--- src/rtl/design1_pkg.sv ---
// Shared types and constants for the design1 memory self-test: state encoding,
// default geometry/seed and the LFSR step function.
package design1_pkg;

  localparam int         DEFAULT_DEPTH = 16;
  localparam int         DEFAULT_WIDTH = 8;
  localparam logic [7:0] DEFAULT_SEED  = 8'h01;

  typedef enum logic [1:0] {
    INIT  = 2'd0,
    WRITE = 2'd1,
    READ  = 2'd2,
    DONE  = 2'd3
  } state_e;

  // Fibonacci shift-left, taps 7/5/4/3 (maximal length for 8 bits)
  function automatic logic [7:0] lfsr_next(input logic [7:0] v);
    return {v[6:0], v[7] ^ v[5] ^ v[4] ^ v[3]};
  endfunction

endpackage

--- src/rtl/simple_dp_ram.sv ---
// DEPTH x WIDTH RAM: one synchronous write port, one read port with a
// single cycle of registered latency. Storage array is not reset.
module simple_dp_ram
  import design1_pkg::*;
#(
  parameter int DEPTH = DEFAULT_DEPTH,
  parameter int WIDTH = DEFAULT_WIDTH
) (
  input  logic                     clk,
  input  logic                     we,
  input  logic [$clog2(DEPTH)-1:0] wr_addr,
  input  logic [WIDTH-1:0]         wr_data,
  input  logic                     re,
  input  logic [$clog2(DEPTH)-1:0] rd_addr,
  output logic [WIDTH-1:0]         rd_data
);

  logic [WIDTH-1:0] mem [DEPTH];
  logic [WIDTH-1:0] rd_data_r = {WIDTH{1'b0}};

  // write port
  always_ff @(posedge clk) begin
    if (we) begin
      mem[wr_addr] <= wr_data;
    end
  end

  // registered read port
  always_ff @(posedge clk) begin
    if (re) begin
      rd_data_r <= mem[rd_addr];
    end
  end

  assign rd_data = rd_data_r;

endmodule

--- src/rtl/design1_wrapper.sv ---
// Power-on memory self-test: fill the RAM from an LFSR, read it back against a
// regenerated sequence, then hold a sticky pass/fail result plus a heartbeat.
module design1_wrapper
  import design1_pkg::*;
#(
  parameter int               DEPTH  = DEFAULT_DEPTH,
  parameter int               WIDTH  = DEFAULT_WIDTH,
  parameter logic [WIDTH-1:0] SEED   = DEFAULT_SEED,
  parameter int               HB_DIV = 8
) (
  input  logic                   sys_clock,
  input  logic                   reset_rtl,
  output logic                   done,
  output logic                   pass,
  output logic [$clog2(DEPTH):0] err_count,
  output logic [1:0]             phase,
  output logic                   heartbeat
);

  localparam int             AW        = $clog2(DEPTH);
  localparam int             CW        = AW + 1;
  localparam int             HW        = $clog2(HB_DIV + 1);
  localparam logic [AW-1:0]  ADDR_LAST = AW'(DEPTH - 1);
  localparam logic [CW-1:0]  ERR_MAX   = {CW{1'b1}};
  localparam logic [HW-1:0]  HB_TOP    = HW'(HB_DIV);

  // Declaration values make the test run from power-up without any reset pulse.
  state_e           state_r      = INIT;
  state_e           state_s;
  logic [AW-1:0]    addr_r       = {AW{1'b0}};
  logic [WIDTH-1:0] lfsr_r       = SEED;
  logic             issued_all_r = 1'b0;
  logic             cmp_valid_r  = 1'b0;
  logic             cmp_last_r   = 1'b0;
  logic             done_r       = 1'b0;
  logic             pass_r       = 1'b0;
  logic [CW-1:0]    err_r        = {CW{1'b0}};
  logic             hb_r         = 1'b0;
  logic [HW-1:0]    hb_cnt_r     = {HW{1'b0}};

  logic             ram_we_s;
  logic             rd_en_s;
  logic             mismatch_s;
  logic [WIDTH-1:0] rd_data_s;

  assign ram_we_s   = (state_r == WRITE);
  assign rd_en_s    = (state_r == READ) && !issued_all_r;
  assign mismatch_s = cmp_valid_r && (rd_data_s != lfsr_r);

  simple_dp_ram #(.DEPTH(DEPTH), .WIDTH(WIDTH)) u_ram (
    .clk     (sys_clock),
    .we      (ram_we_s),
    .wr_addr (addr_r),
    .wr_data (lfsr_r),
    .re      (rd_en_s),
    .rd_addr (addr_r),
    .rd_data (rd_data_s)
  );

  // next-state logic; READ ends only after the compare of the last issued address
  always_comb begin
    state_s = state_r;
    case (state_r)
      INIT:    state_s = WRITE;
      WRITE:   if (addr_r == ADDR_LAST) state_s = READ; else state_s = WRITE;
      READ:    if (cmp_valid_r && cmp_last_r) state_s = DONE; else state_s = READ;
      DONE:    state_s = DONE;
      default: state_s = INIT;
    endcase
  end

  // state register
  always_ff @(posedge sys_clock) begin
    if (reset_rtl) state_r <= INIT;
    else           state_r <= state_s;
  end

  // address counter, LFSR, read pipeline, comparator and result latch
  always_ff @(posedge sys_clock) begin
    if (reset_rtl) begin
      addr_r       <= {AW{1'b0}};
      lfsr_r       <= SEED;
      issued_all_r <= 1'b0;
      cmp_valid_r  <= 1'b0;
      cmp_last_r   <= 1'b0;
      done_r       <= 1'b0;
      pass_r       <= 1'b0;
      err_r        <= {CW{1'b0}};
    end else begin
      case (state_r)
        WRITE: begin
          addr_r <= addr_r + AW'(1);
          if (addr_r == ADDR_LAST) lfsr_r <= SEED;
          else                     lfsr_r <= lfsr_next(lfsr_r);
        end
        READ: begin
          if (rd_en_s) begin
            addr_r       <= addr_r + AW'(1);
            issued_all_r <= (addr_r == ADDR_LAST);
          end
          cmp_valid_r <= rd_en_s;
          cmp_last_r  <= rd_en_s && (addr_r == ADDR_LAST);
          if (cmp_valid_r) lfsr_r <= lfsr_next(lfsr_r);
          if (mismatch_s && (err_r != ERR_MAX)) err_r <= err_r + CW'(1);
        end
        DONE: begin
          done_r <= 1'b1;
          pass_r <= (err_r == {CW{1'b0}});
        end
        default: begin
          cmp_valid_r <= 1'b0;
        end
      endcase
    end
  end

  // heartbeat divider counts 1..HB_DIV so the first toggle lands HB_DIV edges after release
  always_ff @(posedge sys_clock) begin
    if (reset_rtl) begin
      hb_cnt_r <= {HW{1'b0}};
      hb_r     <= 1'b0;
    end else if (hb_cnt_r == HB_TOP) begin
      hb_cnt_r <= HW'(1);
      hb_r     <= ~hb_r;
    end else begin
      hb_cnt_r <= hb_cnt_r + HW'(1);
    end
  end

  assign done      = done_r;
  assign pass      = pass_r;
  assign err_count = err_r;
  assign phase     = state_r;
  assign heartbeat = hb_r;

endmodule

--- config.mk ---
export PLATFORM = sky130hd
export DESIGN_NAME = design1_wrapper
export DESIGN_NICKNAME = d
export VERILOG_FILES = /design/src/rtl/design1_pkg.sv /design/src/rtl/simple_dp_ram.sv /design/src/rtl/design1_wrapper.sv
export SDC_FILE = /design/constraint.sdc
export NUM_CORES = 1
export LEC_CHECK = 0
export CAP_MARGIN = 10
export CORE_AREA = 2 2 109 164
export CTS_BUF_LIST = sky130_fd_sc_hd__clkbuf_2
export DETAILED_ROUTE_END_ITERATION = 6
export DIE_AREA = 0 0 111 166
export PLACE_DENSITY = 0.66
export SLEW_MARGIN = 25
export SYNTH_ARGS = -nofsm -noshare
export SYNTH_HDL_FRONTEND = slang
export SYNTH_SLANG_ARGS = --single-unit
--- constraint.sdc ---
create_clock -name sys_clock -period 2.4 [get_ports sys_clock]
set_clock_uncertainty 0.1 [all_clocks]
set_input_delay 0.48 -clock sys_clock [delete_from_list [all_inputs] [get_ports sys_clock]]
set_output_delay 0.48 -clock sys_clock [all_outputs]
set_load 0.01 [all_outputs]
-- Word level (Yosys, flattened, before mapping)
Memory sizes are Yosys's and may differ from the RTL's. A register that Yosys moved wholly into a read port is not among the register bits.
Index checks and enable logic that the tools add are counted.
- reductions and logical operators: 15
- bitwise logic cells: 4
- equal/unequal tests: 9
- add/subtract/negate cells: 3
- multiplexer cells: 12
- operators by type and width (operator ; number):
    8-bit 2-to-1 mux ; 2
    8-bit case mux with 2 select lines ; 1
    4-bit by 1-bit adder with 4-bit output, second input constant ; 2
    4-bit equality test, second input constant ; 2
    8-bit inequality test ; 1
    2-bit case mux with 4 select lines ; 1
    4-bit case mux with 2 select lines ; 1
    2-bit AND reduction ; 4
    5-bit by 1-bit adder with 5-bit output, second input constant ; 1
    1-bit logical AND ; 5
    5-bit zero test ; 1
    5-bit inequality test, second input constant ; 1
    2-bit equality test, second input constant ; 2
    1-bit 2-to-1 mux ; 4
    4-bit 2-to-1 mux ; 1
    2-bit inequality test, second input constant ; 2
    2-bit OR reduction ; 2
    1-bit XOR ; 3
    2-bit by 1-bit equality test with 1-bit output, second input constant ; 1
    2-bit zero test ; 1
    2-bit 2-to-1 mux ; 1
    1-bit case mux with 2 select lines ; 1
    2-bit nonzero test ; 1
    1-bit zero test ; 1
    1-bit inverter ; 1
- logic and storage cells: 56
- bits in writable memories: 128
- memories: 1
- register bits after elaboration: 29
- bits of input ports: 2
- output and inout port bits: 10
- memory list (memory ; depth ; width ; read ports ; clocked after Yosys merged registers in ; write ports ; line ; text):
    u_ram.mem ; 16 ; 8 ; 1 ; 1 ; 1 ; simple_dp_ram.sv:18 ; logic [WIDTH-1:0] mem [DEPTH];

-- Depth between registers and ports, before layout
- depth after elaboration: 5
- depth in mapped cells: 6
- depth with buffers taken out: 6

-- Cells and area by module
A second synthesis with hierarchy kept.
- cell total of the unflattened synthesis: 377
- area total of the unflattened synthesis: 6607.6 um^2
- modules (own cells, without submodules) (module ; cells each ; seq. area each (um^2) ; instances ; area an instance (um^2)):
    simple_dp_ram ; 229 ; 4083.9 ; 1 ; 5227.5
    design1_wrapper ; 148 ; 580.6 ; 1 ; 1380.1

-- Worst setup path before layout
No wires, ideal clock.
- path kind: flip-flop to flip-flop
- from: register addr_r[1]
- to: memory u_ram.mem[0][0] (netlist name), enable pin
- slack: 305 ps
- cell stages (with the launch flop): 7
- arrival time: 1612 ps
- path buffers: 2
- path through: dfxtp_1 -> clkbuf_1 -> clkbuf_1 -> inv_1 -> ha_1 -> nand2_1 -> nor3_1
- RTL lines (element ; line ; text):
    start, declared ; design1_wrapper.sv:30 ; logic [AW-1:0] addr_r = {AW{1'b0}};
    start signal, assigned ; design1_wrapper.sv:81 ; addr_r <= {AW{1'b0}};
    start signal, assigned ; design1_wrapper.sv:92 ; addr_r <= addr_r + AW'(1);
    start signal, assigned ; design1_wrapper.sv:98 ; addr_r <= addr_r + AW'(1);
    end, declared ; simple_dp_ram.sv:18 ;
Straight into the memory's write port.

-- Worst setup path after layout
- from: register state_r[0], in the netlist phase[0]
- to: output port phase[0]
- RTL lines (element ; line ; text):
    start, declared ; design1_wrapper.sv:28 ; state_e state_r = INIT;
    start signal, assigned ; design1_wrapper.sv:75 ; else state_r <= state_s;
    end, declared ; design1_wrapper.sv:16 ; output logic [1:0] phase,
No word-level cell between the ends.

==> run summary <==
The worst setup path startpoint was phase[0]. TritonCTS built the clock tree. After synthesis, the largest area contributor takes up 61.1% of total cell area. The tools report the category of the worst setup path launch point as a flip-flop. Vias after detailed routing: 3427.

The total count of max-transition violations in the final report is 0, and the flop and latch count out of synthesis is 165. The number of clock buffers added by TritonCTS is 17. The later pin in the worst-skew pair is clocked with a latency of 0.70 ns. Number of gates on the worst path with buffers counted: 1.

Counting flops with an async set or reset pin after synthesis yields a share of 0%. Counting I/O delays and the setup requirement, the final critical path takes 2.28 ns. Entering global routing, the biggest net connects 38 pins. In this run the tool buffered the top-level ports with 11 buffer cells. The total overflow reported by the global router came out at 0. The pre-antenna-repair detailed-routing pass consisted of 4 iterations. The floorplan has 59 rows. Routability-driven placement finished with a final weighted congestion of 0.856. The tools report the worst endpoint required time as 1.82 ns.

The final antenna-violating net count is 0. The worst-case register-to-register setup slack came out at 0.21 ns. Setup repair after global routing left no endpoint under its margin. The clock tree synthesis step divided the H-tree into 4 levels. Vertical die dimension: 166 um. The number of nets in the synthesized netlist is 377. In this run switching power makes up 23.2% of total power. For this run, design rule violations remaining after detail routing come to 0. The share of final-layout standard cells stronger than drive strength 1 was 19.9%; the final count of negative-setup-slack endpoints was 0. The area overhead of the layout relative to synthesis was 11.9%.

The largest single stage delay on the critical path is 0.55 ns. The most frequent cell after synthesis was sky130_fd_sc_hd__edfxtp_1. The number of nets at the end of the flow is 426, and the number of warnings reported in the yosys synthesis log is 0. The tools report the core area as 17100 um^2. Internal power comes to 3.66 mW. In this run the worst path has a maximum fanout of 12.

The end of the worst register-to-register path was u_ram.rd_data[7]. The detailed placer's ending HPWL came out at 8.66 mm. Sequential elements use 69.8% of the synthesized area.

The via count of the first global-routing pass was 3484. In this run the critical register-to-register path is launched from addr_r[0]. The cell sitting at the root of the clock tree is a sky130_fd_sc_hd__clkbuf_2. Along the worst hold path, the cell count comes to 2.

The worst-case headroom to the max-slew limit is 62.6%. The clock drives 165 sinks. The via density per instance was 5.34.

Of the total power, registers draw 66.0%. The synthesized design contains 136 enable-type register cells. The kind of cell adding the most delay to the critical path was buffers and inverters. The die outline width was 111 um. The tools report the maximum vdd drop as 0.254 mV. The worst setup path is of the reg2out kind. After synthesis, the mean cell area works out to 18.2 um^2. In this run the power spent charging and discharging nets is 1.10 mW. The routed design has 13.5 mm of wire.

For the initial antenna violation count, the log shows 1. The wire length of the first global-routing pass is 20.4 mm, and the top achievable clock speed is 438 MHz. The combined buffer and inverter count along the critical path was 1. In this run the worst setup path terminates at phase[0]. The tools report the count of max-cap constraint violations as 0. Worst hold path class: reg2reg.

The worst setup path is captured at a primary output. Ranked by instance count, the synthesized netlist is headed by 136 x sky130_fd_sc_hd__edfxtp_1, 34 x sky130_fd_sc_hd__nor2_1, 32 x sky130_fd_sc_hd__mux4_1, 29 x sky130_fd_sc_hd__dfxtp_1. The total I/O pin count was 12; the fraction of power consumed by the clock network was 27.1%. The largest individual stage delay along the critical path comes from the cell sky130_fd_sc_hd__clkdlybuf4s50_1.

The run gives 0 as the number of hold violations in the final report. The tools report the count of cell types in the netlist as 37. The mapped netlist covers 6680 um^2.

Maximum buffer depth of the clock tree: 2. The pin slew with the least headroom to its limit works out to 0.547 ns. The most used flip-flop cell after synthesis is sky130_fd_sc_hd__edfxtp_1. At the end of the flow the core is filled with cells to 43.8%. The count of buffers added by post-CTS timing repair for setup is 0. The total leakage power is 2.52 nW, and the depth of the worst register-to-register path is 3. The flow ran to the end, and the final reports show no timing, DRC or antenna violations. The critical path goes through clkdlybuf4s50_1.

The routed wire length per instance is 21.0 um, and the power density relative to cell area is 638 nW/um^2. The portion of the clock cycle consumed by the worst path in the final layout is 95.2%. Clock-pin slew on the worst setup and hold paths: 0.24 ns.

By area the synthesized netlist is led by sky130_fd_sc_hd__edfxtp_1 61%, sky130_fd_sc_hd__mux4_1 13%, sky130_fd_sc_hd__dfxtp_1 8.7%. Combinational logic burns 6.9% of the power. The sum of negative setup slack is 0 ns, and the iteration-0 DRC count of the detailed router is 270. In the synthesized netlist, the number of instances is 366.

The tools report the overall global routing resource usage as 15.2%. sky130_fd_sc_hd__edfxtp_1 takes more of the synthesized area than any other cell. The initial utilization of the core area, before any placement, comes to 39.2%. The die covers 18400 um^2.

The arrival time reported for the critical path endpoint came out at 1.70 ns.
state kept, by name, indices dropped and copies added, names as in the netlist:
signal and count:
u_ram.mem 128, lfsr_r 8, u_ram.rd_data 8, err_count 5
addr_r 4, hb_cnt_r 4, phase 2, cmp_last_r 1
cmp_valid_r 1, done 1, heartbeat 1, issued_all_r 1
pass 1
cells by family after synthesis:
family	after synthesis	share of synthesized area (%)
xor gates and xnor gates	15	1.97
and+or+nand+nor	77	5.66
buffers and inverters	26	2.02
muxes	46	16.3
adders and majority gates	9	1.69
DFF	165	69.8
AOI/OAI and AO/OA	28	2.57
how the worst min path moves through the flow:
stage / start / to / slack (ns)
after floorplan: cmp_last_r / phase[0] / 0.35
after global placement: pass / pass / 0.35
after detailed placement: pass / pass / 0.35
after CTS: pass / pass / 0.38
after global routing: reset_rtl / hb_cnt_r[3] / 0.38
final: pass / pass / 0.37
per-layer routing:
| layer | global-route usage, % | wire length [um] | up-vias |
|---|---|---|---|
| li1 | - | - | 1552 |
| met1 | 15.9 | 4880 | 1751 |
| met2 | 27.4 | 7350 | 101 |
| met4 | 9.95 | 670 | 0 |
| met5 | 0 | 0 | - |
| met3 | 3.18 | 558 | 23 |
metrics by stage:
step	total power [mW]	cell area, um^2	worst slack [ns]	cells	hold WS (ns)
floorplan	3.44	6680	0.305	366	0.348
global placement	3.53	7250	0.267	609	0.346
detailed placement	3.54	7250	0.235	609	0.352
CTS	4.83	7470	0.00665	641	0.378
global route	4.97	7470	0.00238	642	0.385
finish	4.77	7470	0.116	642	0.374
cells in the final DEF, fill, tap and decap left out, types with 5 or more instances in the layout:
master / Yosys / routed
sky130_fd_sc_hd__a21oi_1: 11 / 11
sky130_fd_sc_hd__a22oi_1: 9 / 9
sky130_fd_sc_hd__buf_4: 0 / 35
sky130_fd_sc_hd__clkbuf_2: 0 / 19
sky130_fd_sc_hd__clkdlybuf4s50_1: 0 / 11
sky130_fd_sc_hd__dfxtp_1: 29 / 22
sky130_fd_sc_hd__dfxtp_2: 0 / 5
sky130_fd_sc_hd__edfxtp_1: 136 / 136
sky130_fd_sc_hd__ha_1: 9 / 9
sky130_fd_sc_hd__inv_1: 8 / 8
sky130_fd_sc_hd__mux4_1: 32 / 32
sky130_fd_sc_hd__mux4_2: 8 / 8
sky130_fd_sc_hd__nand2_1: 11 / 11
sky130_fd_sc_hd__nand2b_1: 8 / 8
sky130_fd_sc_hd__nor2_1: 34 / 34
sky130_fd_sc_hd__xnor2_1: 5 / 5
sky130_fd_sc_hd__xor2_1: 10 / 10
what timing repair did:
| item | 4_1_cts | 5_1_grt |
|---|---|---|
| endpoints found under the setup margin | 4 | 2 |
| cloned | 0 | 0 |
| hold buffers | 0 | 0 |
| resized for setup | 6 | 2 |
power by group through the flow:
stage / clock, mW / sequential [mW] / combinational (mW)
after floorplan: 0 / 3.21 / 0.236
after global placement: 0 / 3.21 / 0.324
after detailed placement: 0 / 3.21 / 0.334
after CTS: 1.35 / 3.14 / 0.336
after global routing: 1.46 / 3.15 / 0.354
final: 1.29 / 3.14 / 0.331
final cells by class:
class / count / area (um^2)
diodes: 1 / 2.50
clock buffers: 19 / 95.1
clock inverters: 13 / 106
fillers: 1443 / 9580
inverters: 8 / 30.0
multi-input cells: 175 / 1880
flip-flops and latches: 165 / 4680
well taps: 213 / 267
repair buffers: 48 / 413
Note: power is estimated with default switching activity, not from simulation.
